[config.mk]
export PLATFORM = sky130hd
export DESIGN_NAME = udp_frame_depacketizer
export DESIGN_NICKNAME = d
export VERILOG_FILES = /design/src/rtl/udp_frame_pkg.sv /design/src/rtl/byte_word_packer.sv /design/src/rtl/udp_frame_depacketizer.sv
export SDC_FILE = /design/constraint.sdc
export NUM_CORES = 2
export LEC_CHECK = 0
export CAP_MARGIN = 20
export CORE_ASPECT_RATIO = 0.75
export CORE_UTILIZATION = 60
export DETAILED_ROUTE_END_ITERATION = 6
export GPL_TIMING_DRIVEN = 0
export PLACE_DENSITY = 0.75
export REMOVE_ABC_BUFFERS = 1
export SLEW_MARGIN = 15
export SYNTH_ARGS = -nofsm -noshare
export SYNTH_HDL_FRONTEND = slang
export SYNTH_SLANG_ARGS = --single-unit
[constraint.sdc]
create_clock -name clk -period 17.4 [get_ports clk]
set_input_delay 3.48 -clock clk [delete_from_list [all_inputs] [get_ports clk]]
set_output_delay 3.48 -clock clk [all_outputs]
set_load 0.05 [all_outputs]
[src/rtl/udp_frame_pkg.sv]
// Shared definitions for the UDP image-frame receive path: header layout,
// FSM states, error codes and a saturating counter helper.
package udp_frame_pkg;

  localparam logic [7:0]  HDR_MAGIC0 = 8'h42;  // 'B'
  localparam logic [7:0]  HDR_MAGIC1 = 8'h4D;  // 'M'
  localparam int unsigned HDR_LEN    = 12;
  localparam int unsigned HDR_IDX_W  = 4;
  localparam int unsigned TIMEOUT_W  = 24;

  typedef enum logic [1:0] {
    IDLE,
    HDR,
    DATA
  } state_t;

  typedef enum logic [1:0] {
    ERR_SHORT,
    ERR_DIM,
    ERR_SIZE,
    ERR_TIMEOUT
  } err_t;

  // Frame header as it arrives on the wire, first byte in the MSBs.
  typedef struct packed {
    logic [15:0] magic;
    logic [15:0] width;
    logic [15:0] height;
    logic [31:0] size;
    logic [15:0] ch;
  } hdr_t;

  function automatic logic [15:0] sat_inc16(input logic [15:0] v);
    return (&v) ? v : v + 16'd1;
  endfunction

endpackage

[src/rtl/byte_word_packer.sv]
// Byte-in / word-out packer, big-endian (first byte lands in the MSBs).
//   clear      : drop any partial word
//   in_valid   : in_byte is accepted this cycle
//   flush      : with in_valid, emit the word even if not yet full
//   pad_en     : on flush, left-align the partial word (zero LSBs)
//   word_valid : registered one-cycle strobe, word_data valid with it
module byte_word_packer #(
  parameter int unsigned DATA_W = 16
) (
  input  logic              clk,
  input  logic              rst_n,
  input  logic              clear,
  input  logic              in_valid,
  input  logic [7:0]        in_byte,
  input  logic              flush,
  input  logic              pad_en,
  output logic              word_valid,
  output logic [DATA_W-1:0] word_data
);

  localparam int unsigned BYTES = DATA_W / 8;
  localparam int unsigned CNT_W = $clog2(BYTES) + 1;

  logic [DATA_W-1:0] acc;
  logic [DATA_W-1:0] acc_shift_c;
  logic [DATA_W-1:0] acc_pad_c;
  logic [CNT_W-1:0]  cnt;
  logic [CNT_W-1:0]  cnt_inc_c;
  int unsigned       pad_shift_c;

  // Next accumulator value and its left-aligned form for a partial flush.
  always_comb begin
    acc_shift_c = DATA_W'({acc, in_byte});
    cnt_inc_c   = cnt + CNT_W'(1);
    pad_shift_c = 32'd8 * (BYTES - 32'(cnt_inc_c));
    acc_pad_c   = pad_en ? (acc_shift_c << pad_shift_c) : acc_shift_c;
  end

  always_ff @(posedge clk or negedge rst_n) begin
    if (!rst_n) begin
      acc        <= '0;
      cnt        <= '0;
      word_valid <= 1'b0;
      word_data  <= '0;
    end else begin
      word_valid <= 1'b0;
      if (clear) begin
        acc <= '0;
        cnt <= '0;
      end else if (in_valid) begin
        if (cnt_inc_c == CNT_W'(BYTES)) begin
          word_valid <= 1'b1;
          word_data  <= acc_shift_c;
          acc        <= '0;
          cnt        <= '0;
        end else if (flush) begin
          word_valid <= 1'b1;
          word_data  <= acc_pad_c;
          acc        <= '0;
          cnt        <= '0;
        end else begin
          acc <= acc_shift_c;
          cnt <= cnt_inc_c;
        end
      end
    end
  end

endmodule

[src/rtl/udp_frame_depacketizer.sv]
// UDP image-frame receiver: parses and validates the 12-byte 'BM' header,
// then packs the pixel bytes of the frame (spanning any number of
// datagrams) into DATA_W-bit big-endian words for the DDR write port.
//   rx_start/rx_dv/rx_data/rx_end : UDP payload stream from the MAC
//   cfg_width/cfg_height          : expected dimensions when CHECK_DIMS=1
//   wr_en/wr_data                 : packed pixel words
//   frame_vs/frame_done/frame_err : header accepted / frame complete / abort
//   img_width/img_height/img_ch   : dimensions of the last accepted header
//   busy, frame_cnt, err_cnt      : status
module udp_frame_depacketizer
  import udp_frame_pkg::*;
#(
  parameter int unsigned DATA_W        = 16,
  parameter int unsigned MAX_W         = 2048,
  parameter int unsigned MAX_H         = 2048,
  parameter int unsigned MAX_CH        = 4,
  parameter int unsigned CHECK_DIMS    = 0,
  parameter int unsigned TIMEOUT_CNT_W = TIMEOUT_W
) (
  input  logic              clk,
  input  logic              rst_n,
  input  logic              rx_start,
  input  logic              rx_dv,
  input  logic [7:0]        rx_data,
  input  logic              rx_end,
  input  logic [15:0]       cfg_width,
  input  logic [15:0]       cfg_height,
  output logic              wr_en,
  output logic [DATA_W-1:0] wr_data,
  output logic              frame_vs,
  output logic              frame_done,
  output logic              frame_err,
  output logic [15:0]       img_width,
  output logic [15:0]       img_height,
  output logic [7:0]        img_ch,
  output logic              busy,
  output logic [15:0]       frame_cnt,
  output logic [15:0]       err_cnt
);

  localparam int unsigned HDR_SR_W = (HDR_LEN - 1) * 8;

  state_t                   state;
  logic [HDR_IDX_W-1:0]     hdr_idx;
  logic [HDR_SR_W-1:0]      hdr_sr;
  logic [31:0]              byte_rem;
  logic [TIMEOUT_CNT_W-1:0] idle_cnt;

  logic                 hdr_restart_c;
  logic                 take_hdr_c;
  logic [HDR_IDX_W-1:0] idx_c;
  hdr_t                 hdr_c;
  logic                 magic_bad_c;
  logic                 hdr_last_c;
  logic [47:0]          prod_c;
  logic                 dims_ok_c;
  logic                 cfg_ok_c;
  logic                 hdr_ok_c;
  logic                 data_byte_c;
  logic                 last_byte_c;
  logic                 timeout_c;

  // Header byte steering and validation of the completed header.
  // hdr_c is only meaningful on the byte at index HDR_LEN-1.
  always_comb begin
    hdr_restart_c = rx_start && (state != DATA);
    idx_c         = hdr_restart_c ? '0 : hdr_idx;
    take_hdr_c    = rx_dv && (hdr_restart_c || (state == HDR));
    hdr_c         = hdr_t'({hdr_sr, rx_data});
    magic_bad_c   = ((idx_c == HDR_IDX_W'(0)) && (rx_data != HDR_MAGIC0)) ||
                    ((idx_c == HDR_IDX_W'(1)) && (rx_data != HDR_MAGIC1));
    hdr_last_c    = (idx_c == HDR_IDX_W'(HDR_LEN - 1));
    // 48-bit product so an oversized channel field cannot alias a valid size.
    prod_c        = 48'(hdr_c.width) * 48'(hdr_c.height) * 48'(hdr_c.ch);
    dims_ok_c     = (hdr_c.width  != '0) && (32'(hdr_c.width)  <= MAX_W) &&
                    (hdr_c.height != '0) && (32'(hdr_c.height) <= MAX_H) &&
                    (hdr_c.ch     != '0) && (32'(hdr_c.ch)     <= MAX_CH);
    cfg_ok_c      = (CHECK_DIMS == 0) ||
                    ((hdr_c.width == cfg_width) && (hdr_c.height == cfg_height));
    hdr_ok_c      = (hdr_c.magic == {HDR_MAGIC0, HDR_MAGIC1}) && dims_ok_c &&
                    (prod_c == 48'(hdr_c.size)) && cfg_ok_c;
    data_byte_c   = (state == DATA) && rx_dv;
    last_byte_c   = data_byte_c && (byte_rem == 32'd1);
    timeout_c     = (state == DATA) && !rx_dv && (&idle_cnt);
  end

  byte_word_packer #(
    .DATA_W (DATA_W)
  ) u_packer (
    .clk        (clk),
    .rst_n      (rst_n),
    .clear      (timeout_c),
    .in_valid   (data_byte_c),
    .in_byte    (rx_data),
    .flush      (last_byte_c),
    .pad_en     (1'b1),
    .word_valid (wr_en),
    .word_data  (wr_data)
  );

  // Frame FSM with registered status outputs.
  always_ff @(posedge clk or negedge rst_n) begin
    if (!rst_n) begin
      state      <= IDLE;
      hdr_idx    <= '0;
      hdr_sr     <= '0;
      byte_rem   <= '0;
      idle_cnt   <= '0;
      frame_vs   <= 1'b0;
      frame_done <= 1'b0;
      frame_err  <= 1'b0;
      img_width  <= '0;
      img_height <= '0;
      img_ch     <= '0;
      busy       <= 1'b0;
      frame_cnt  <= '0;
      err_cnt    <= '0;
    end else begin
      frame_vs   <= 1'b0;
      frame_done <= 1'b0;
      frame_err  <= 1'b0;
      case (state)
        IDLE, HDR: begin
          if (take_hdr_c) begin
            hdr_sr  <= {hdr_sr[HDR_SR_W-9:0], rx_data};
            hdr_idx <= idx_c + HDR_IDX_W'(1);
            if (magic_bad_c) begin
              // Not one of our frames: drop silently.
              state <= IDLE;
              busy  <= 1'b0;
            end else if (hdr_last_c) begin
              if (hdr_ok_c) begin
                state      <= DATA;
                busy       <= 1'b1;
                frame_vs   <= 1'b1;
                img_width  <= hdr_c.width;
                img_height <= hdr_c.height;
                img_ch     <= 8'(hdr_c.ch);
                byte_rem   <= hdr_c.size;
                idle_cnt   <= '0;
              end else begin
                state     <= IDLE;
                busy      <= 1'b0;
                frame_err <= 1'b1;
                err_cnt   <= sat_inc16(err_cnt);
              end
            end else begin
              state <= HDR;
              busy  <= 1'b1;
            end
          end else if (hdr_restart_c) begin
            state   <= HDR;
            busy    <= 1'b1;
            hdr_idx <= '0;
          end else if ((state == HDR) && rx_end) begin
            // Datagram ended inside the header.
            state     <= IDLE;
            busy      <= 1'b0;
            frame_err <= 1'b1;
            err_cnt   <= sat_inc16(err_cnt);
          end
        end
        DATA: begin
          if (rx_dv) begin
            idle_cnt <= '0;
            byte_rem <= byte_rem - 32'd1;
            if (last_byte_c) begin
              state      <= IDLE;
              busy       <= 1'b0;
              frame_done <= 1'b1;
              frame_cnt  <= frame_cnt + 16'd1;
            end
          end else if (timeout_c) begin
            state     <= IDLE;
            busy      <= 1'b0;
            frame_err <= 1'b1;
            err_cnt   <= sat_inc16(err_cnt);
          end else begin
            idle_cnt <= idle_cnt + TIMEOUT_CNT_W'(1);
          end
        end
        default: begin
          state <= IDLE;
          busy  <= 1'b0;
        end
      endcase
    end
  end

endmodule

======== After elaboration in Yosys (flattened, before gate mapping) ========
Cells that the tools add are included.
W data, S select, Z words.
storage, ports and cells
  bits in registers ....................... 253
  output and inout bits ................... 93
operators by class
  bitwise operators ....................... 2
  add/sub/neg operators ................... 7
  shift-type cells ........................ 1
  reduce and logical (&&, ||, !) cells .... 38
  multiplexer cells ....................... 74
  multipliers ............................. 2
  $lt $le $gt $ge ......................... 3
  equal/unequal tests ..................... 27
operators with widths
  kind                     count
  $mux W16                 11
  $mux W32                 5
  $mux W24                 6
  $pmux W32 S2             1
  $eq A48 B32 Y1           1
  $mul A32 B16 Y48         1
  $pmux W24 S2             1
  $reduce_bool A16 Y1      3
  $add A16 B1 Y16 const B  2
  $eq A32 B1 Y1 const B    1
  $le A16 B12 Y1 const B   2
  $mul A16 B16 Y32         1
  $mux W8                  4
  $pmux W16 S2             1
  $shl A16 B32 Y16         1
  $sub A32 B1 Y32 const B  1
  $mux W1                  27
  $mux W2                  13
  $add A24 B1 Y24 const B  1
  $ne A3 B3 Y1 const B     8
  $reduce_and A24 Y1       1
  $eq A16 B15 Y1 const B   1
  $le A16 B3 Y1 const B    1
  $logic_and A1 B1 Y1      16
  26 further kinds         44

======== Logic depth before layout (Yosys ltp) ========
  depth after elaboration ................. 13
  gate-level depth with buffers ........... 53

======== Modules after synthesis ========
From an unflattened synthesis, not the netlist that was laid out.
unflattened totals
  cell total of the unflattened synthesis .. 4271
  area, all modules ....................... 37797.5 um2
by module, submodules not included
  module                  cells an instance  area an instance (um2)  times used
  udp_frame_depacketizer  4178               36611.4                 1
  byte_word_packer        93                 1186.1                  1

======== Least setup slack after synthesis ========
No wires, ideal clock.
  path type ............................... register to register
  start point ............................. register hdr_sr[42]
  end point ............................... register idle_cnt[10]
  path slack .............................. 4.687 ns
  setup time .............................. 0.136 ns
  path buffers ............................ 6
  cell stages (with the launch flop) ...... 48
  data arrival time ....................... 12.576 ns
  cells stage by stage .................... dfrtp_1 -> clkbuf_1 -> clkbuf_1 -> nand2_1 -> fa_1 -> fa_1 -> inv_1 -> fa_1 -> inv_1 -> fa_1 -> fa_1 -> fa_1 -> inv_1 -> ha_1 -> or3_1 -> o2111ai_1 -> nand2_1 -> a21oi_1 -> [... 12 more ...] -> fa_1 -> fa_1 -> inv_1 -> ha_1 -> clkbuf_1 -> or3b_2 -> o32ai_1 -> nor3_2 -> nand4b_1 -> or4b_1 -> nor4_1 -> o2111ai_1 -> nor4_4 -> a21oi_2 -> buf_2 -> clkbuf_1 -> o41ai_1 -> a21oi_1
on the way
  longest elaborated chain between the ends .. 9
  elaborated cells on any way between the ends .. 13
RTL lines
  element                                                                   line                           source
  start, declared                                                           udp_frame_depacketizer.sv:45   logic [HDR_SR_W-1:0] hdr_sr;
  start signal, assigned                                                    udp_frame_depacketizer.sv:125  hdr_sr <= {hdr_sr[HDR_SR_W-9:0], rx_data};
  parallel branches: the longest is 6 deep, another holds $mul A32 B16 Y48  --
  $logic_and A1 B1 Y1 *                                                     udp_frame_depacketizer.sv:80   hdr_ok_c = (hdr_c.magic == {HDR_MAGIC0, HDR_MAGIC1}) && dims_ok_c &&
  $ne A2 B2 Y1 (no source line) *                                           --
  $reduce_and A6 Y1 (no source line) *                                      --
  end signal, assigned                                                      udp_frame_depacketizer.sv:179  idle_cnt <= idle_cnt + TIMEOUT_CNT_W'(1);
  end, declared                                                             udp_frame_depacketizer.sv:47   logic [TIMEOUT_CNT_W-1:0] idle_cnt;
Mark *: on every way between the ends.
A chain may end at the register's enable or synchronous reset.

======== Worst setup path after layout ========
  start point ............................. register hdr_sr[42]
  end point ............................... register byte_rem[30]
on the way
  longest elaborated chain between the ends .. 9
  elaborated cells on any way between the ends .. 13
RTL lines
  element                                                                   line                           source
  parallel branches: the longest is 6 deep, another holds $mul A32 B16 Y48  --
  $logic_and A1 B1 Y1 *                                                     udp_frame_depacketizer.sv:80
  $ne A2 B2 Y1 (no source line) *                                           --
  $reduce_and A6 Y1 (no source line) *                                      --
  end signal, assigned                                                      udp_frame_depacketizer.sv:139  byte_rem <= hdr_c.size;
  end signal, assigned                                                      udp_frame_depacketizer.sv:166  byte_rem <= byte_rem - 32'd1;
  end, declared                                                             udp_frame_depacketizer.sv:46   logic [31:0] byte_rem;
Marks and branches as above.

==> out/metrics.yaml <==
clock_tree:
  hold_buffers: 0
  cts.sinks: 253
  ctsResizeCount: 0
  htree_num_levels: 1
  cts-root-buf: "clkbuf_16"
  cts_buffer_depth: 3
  clkTransAtPathRegs_ns: 0.07
  cts_setup_buffers: 0
  worst_skew_pair.late_latency_ns: 0.57
  cts-buffers-inserted: 25
  cts_tree: "built"
logic_synthesis:
  syn_inst: 4274
  synth_area_leaders: "fa_1, dfrtp_1, ha_1"
  async_reset_ff_share_pct: 100
  syn-cell-area_um2: 37900
  ys_warn_count: 0
  synth.largest_area_cell: "fa_1"
  synth.avg_cell_area_um2: 8.86
  yosysUniqueCellTypes: 83
  synth_edf_count: 0
  ys_seq_elements: 253
  synth_flop_cell: "dfrtp_1"
  ys_seq_area_share_pct: 16.7
  netlist.area_leader.share_pct: 32.4
global_routing:
  grtUsageTotal_pct: 33.1
  grt_pass1_wl_um: 167000
  grt_max_degree: 106
  grt_pass1_vias: 30389
  overflow: 0
  grt_antenna_before_repair: 2
placement:
  dpl_cell_area_um2: 39900
  placed_cells: 4979
  place.gp.congestion: 1.02
  portBuffers: 105
  hpwl_um: 79400
timing:
  setup_viol: 0
  totalNegativeSetupSlack_ns: 0
  period_share_pct: 92.8
  whs_ns: 0.482
  slew_headroom_pct: 21.5
  skew_ns: 0.0212
  fmax_mhz: 61.9
  worstMarginPinSlew_ns: 1.17
  hold_viol: 0
  finalCriticalPeriod_ns: 16.16
  maxSlewViolCount: 0
  rsz0062_at_grt: "no"
critical_path:
  worst_setup_path_end_kind: "flip-flop"
  cp_slowest_cell: "dfrtp_1"
  max_stage_delay_ns: 0.99
  cp_max_fo: 35
  worstPathArrival_ns: 16.55
  cp.required_ns: 17.79
  crit_path_start_kind: "flip-flop"
  critPathMostFrequentCell: "fa_1"
  worstSetupPathType: "flip-flop to flip-flop"
min_path:
  hold_path.class: "flip-flop to flip-flop"
route:
  drtIter0Drc: 2780
  post_drt_wl_per_cell_um: 20.3
  drc: 0
  ant_nets: 0
  met3_length_um: 10400
  via_per_inst: 6.01
  totalWireLength_um: 102000
  wl_met2_um: 44600
  num_vias: 30217
  met1_length_um: 45100
  top_layer: "met4"
  dr.pass1.iters: 6
finish:
  nFillCells: 5043
  final_nets: 5089
  design_area_um2: 40800
  antennaDiodeCount: 0
  syn_to_final_growth_pct: 7.92
  instances_no_fill: 5027
  drive_gt1_share_pct: 4.96
floorplan:
  coreArea_um2: 62200
  ios: 138
  std_cell_rows: 79
  fp.dieH_um: 220
  die_w_um: 292
  dieArea_um2: 64100
  start_util_pct: 60.9
flow_run:
  maxCapViolations: 0
run_status:
  status: "finished, final reports clean"
-- layout by cell type (no fill, tap or decap), types with 11 or more instances in the layout --
master	n
nand3_1	70
fa_1	612
buf_12	12
xor2_1	24
a21o_1	24
nor4_1	24
o22a_1	11
a31oi_1	20
and2_1	399
a21oi_1	135
o21a_1	19
a211oi_1	19
clkdlybuf4s50_1	96
nor3_1	58
nand4_1	51
clkbuf_16	25
mux2_2	33
ha_1	234
o21bai_1	13
o21ai_0	75
xnor2_2	12
xnor2_1	62
o21ai_1	12
nor2b_1	44
inv_1	608
and3_1	69
nand2_1	717
nand2b_1	17
o211ai_1	29
mux2i_1	18
or3_1	19
o31ai_1	28
nor2_1	107
dfrtp_1	243
or4_1	25
buf_6	15
-- registers in the layout, indices dropped and copies added (netlist names) --
register and count:
busy 1, idle_cnt 24, img_height 16, u_packer.word_data 16, hdr_sr 88, byte_rem 32
u_packer.word_valid 1, frame_err 1, u_packer.acc 8, err_cnt 16, frame_cnt 16, img_width 16
state 2, hdr_idx 4, img_ch 8, frame_vs 1, frame_done 1, u_packer.cnt 2
-- synth_stat cells, types with 28 or more instances --
cell type	number
nand2_1	718
fa_1	612
inv_1	608
and2_1	399
dfrtp_1	253
ha_1	234
clkbuf_1	233
a21oi_1	135
nor2_1	110
o21ai_0	76
xnor2_1	74
nand3_1	70
and3_1	69
nor3_1	59
nand4_1	51
nor2b_1	45
mux2_2	33
xor2_1	31
o211ai_1	29
o31ai_1	28
-- cells by family after synthesis --
family | count (synthesis) | synth area share [%]
fa+ha+maj | 846 | 40.1
flops | 253 | 16.7
buf+inv | 868 | 8.69
xor+xnor | 105 | 2.43
compound gates | 477 | 8.27
mux | 52 | 1.48
simple gates | 1673 | 22.3
-- path summary, 6_finish.rpt --
kind | depth (start not counted) | startpoint | to | slack, ns
hold reg to reg | 2 | u_packer.word_data[5] | u_packer.word_data[5] | 0.48
setup reg to reg | 40 | hdr_sr[42] | byte_rem[30] | 1.24
hold / removal | 2 | u_packer.word_data[5] | u_packer.word_data[5] | 0.48
min in group asynchronous | 1 | rst_n | idle_cnt[9] | 2.88
max in group asynchronous | 2 | rst_n | hdr_sr[1] | 13.57
setup / recovery | 40 | hdr_sr[42] | byte_rem[30] | 1.24
-- metal layers --
layer  vias to the layer above  GRT usage (%)
met4                         0           6.44
met5                         -              0
met3                       122           5.95
li1                      13435              -
met1                     15276           50.0
met2                      1384           50.3
-- worst max-delay path: cells and delay by family, from the launching register on --
kind                       cells  cell delay, ns
adders and majority gates     14            6.94
and+or+nand+nor               12            4.99
AOI/OAI and AO/OA              8            2.44
DFF                            1            0.99
muxes                          1            0.31
buffers and inverters          5            0.27
-- stage by stage --
step                worst slack, ns  util, %
floorplan                      3.82        -
global placement             -0.607     62.6
finish                         1.24     65.7
CTS                            1.38     65.6
global route                  0.557     65.7
detailed placement             1.44     64.2
-- layout make-up --
class	count	area [µm²]	share of cell area, %
repair buffers	157	1880	4.60
flip-flops and latches	253	6340	15.5
clock inverters	16	214	0.524
inverters	608	2280	5.59
multi-input cells	3153	28400	69.6
clock buffers	30	674	1.65
well taps	810	1010	2.48
Power is left out: the tool's default activity adds up to more than one toggle a clock period on the data nets, which glitch-free logic cannot reach.
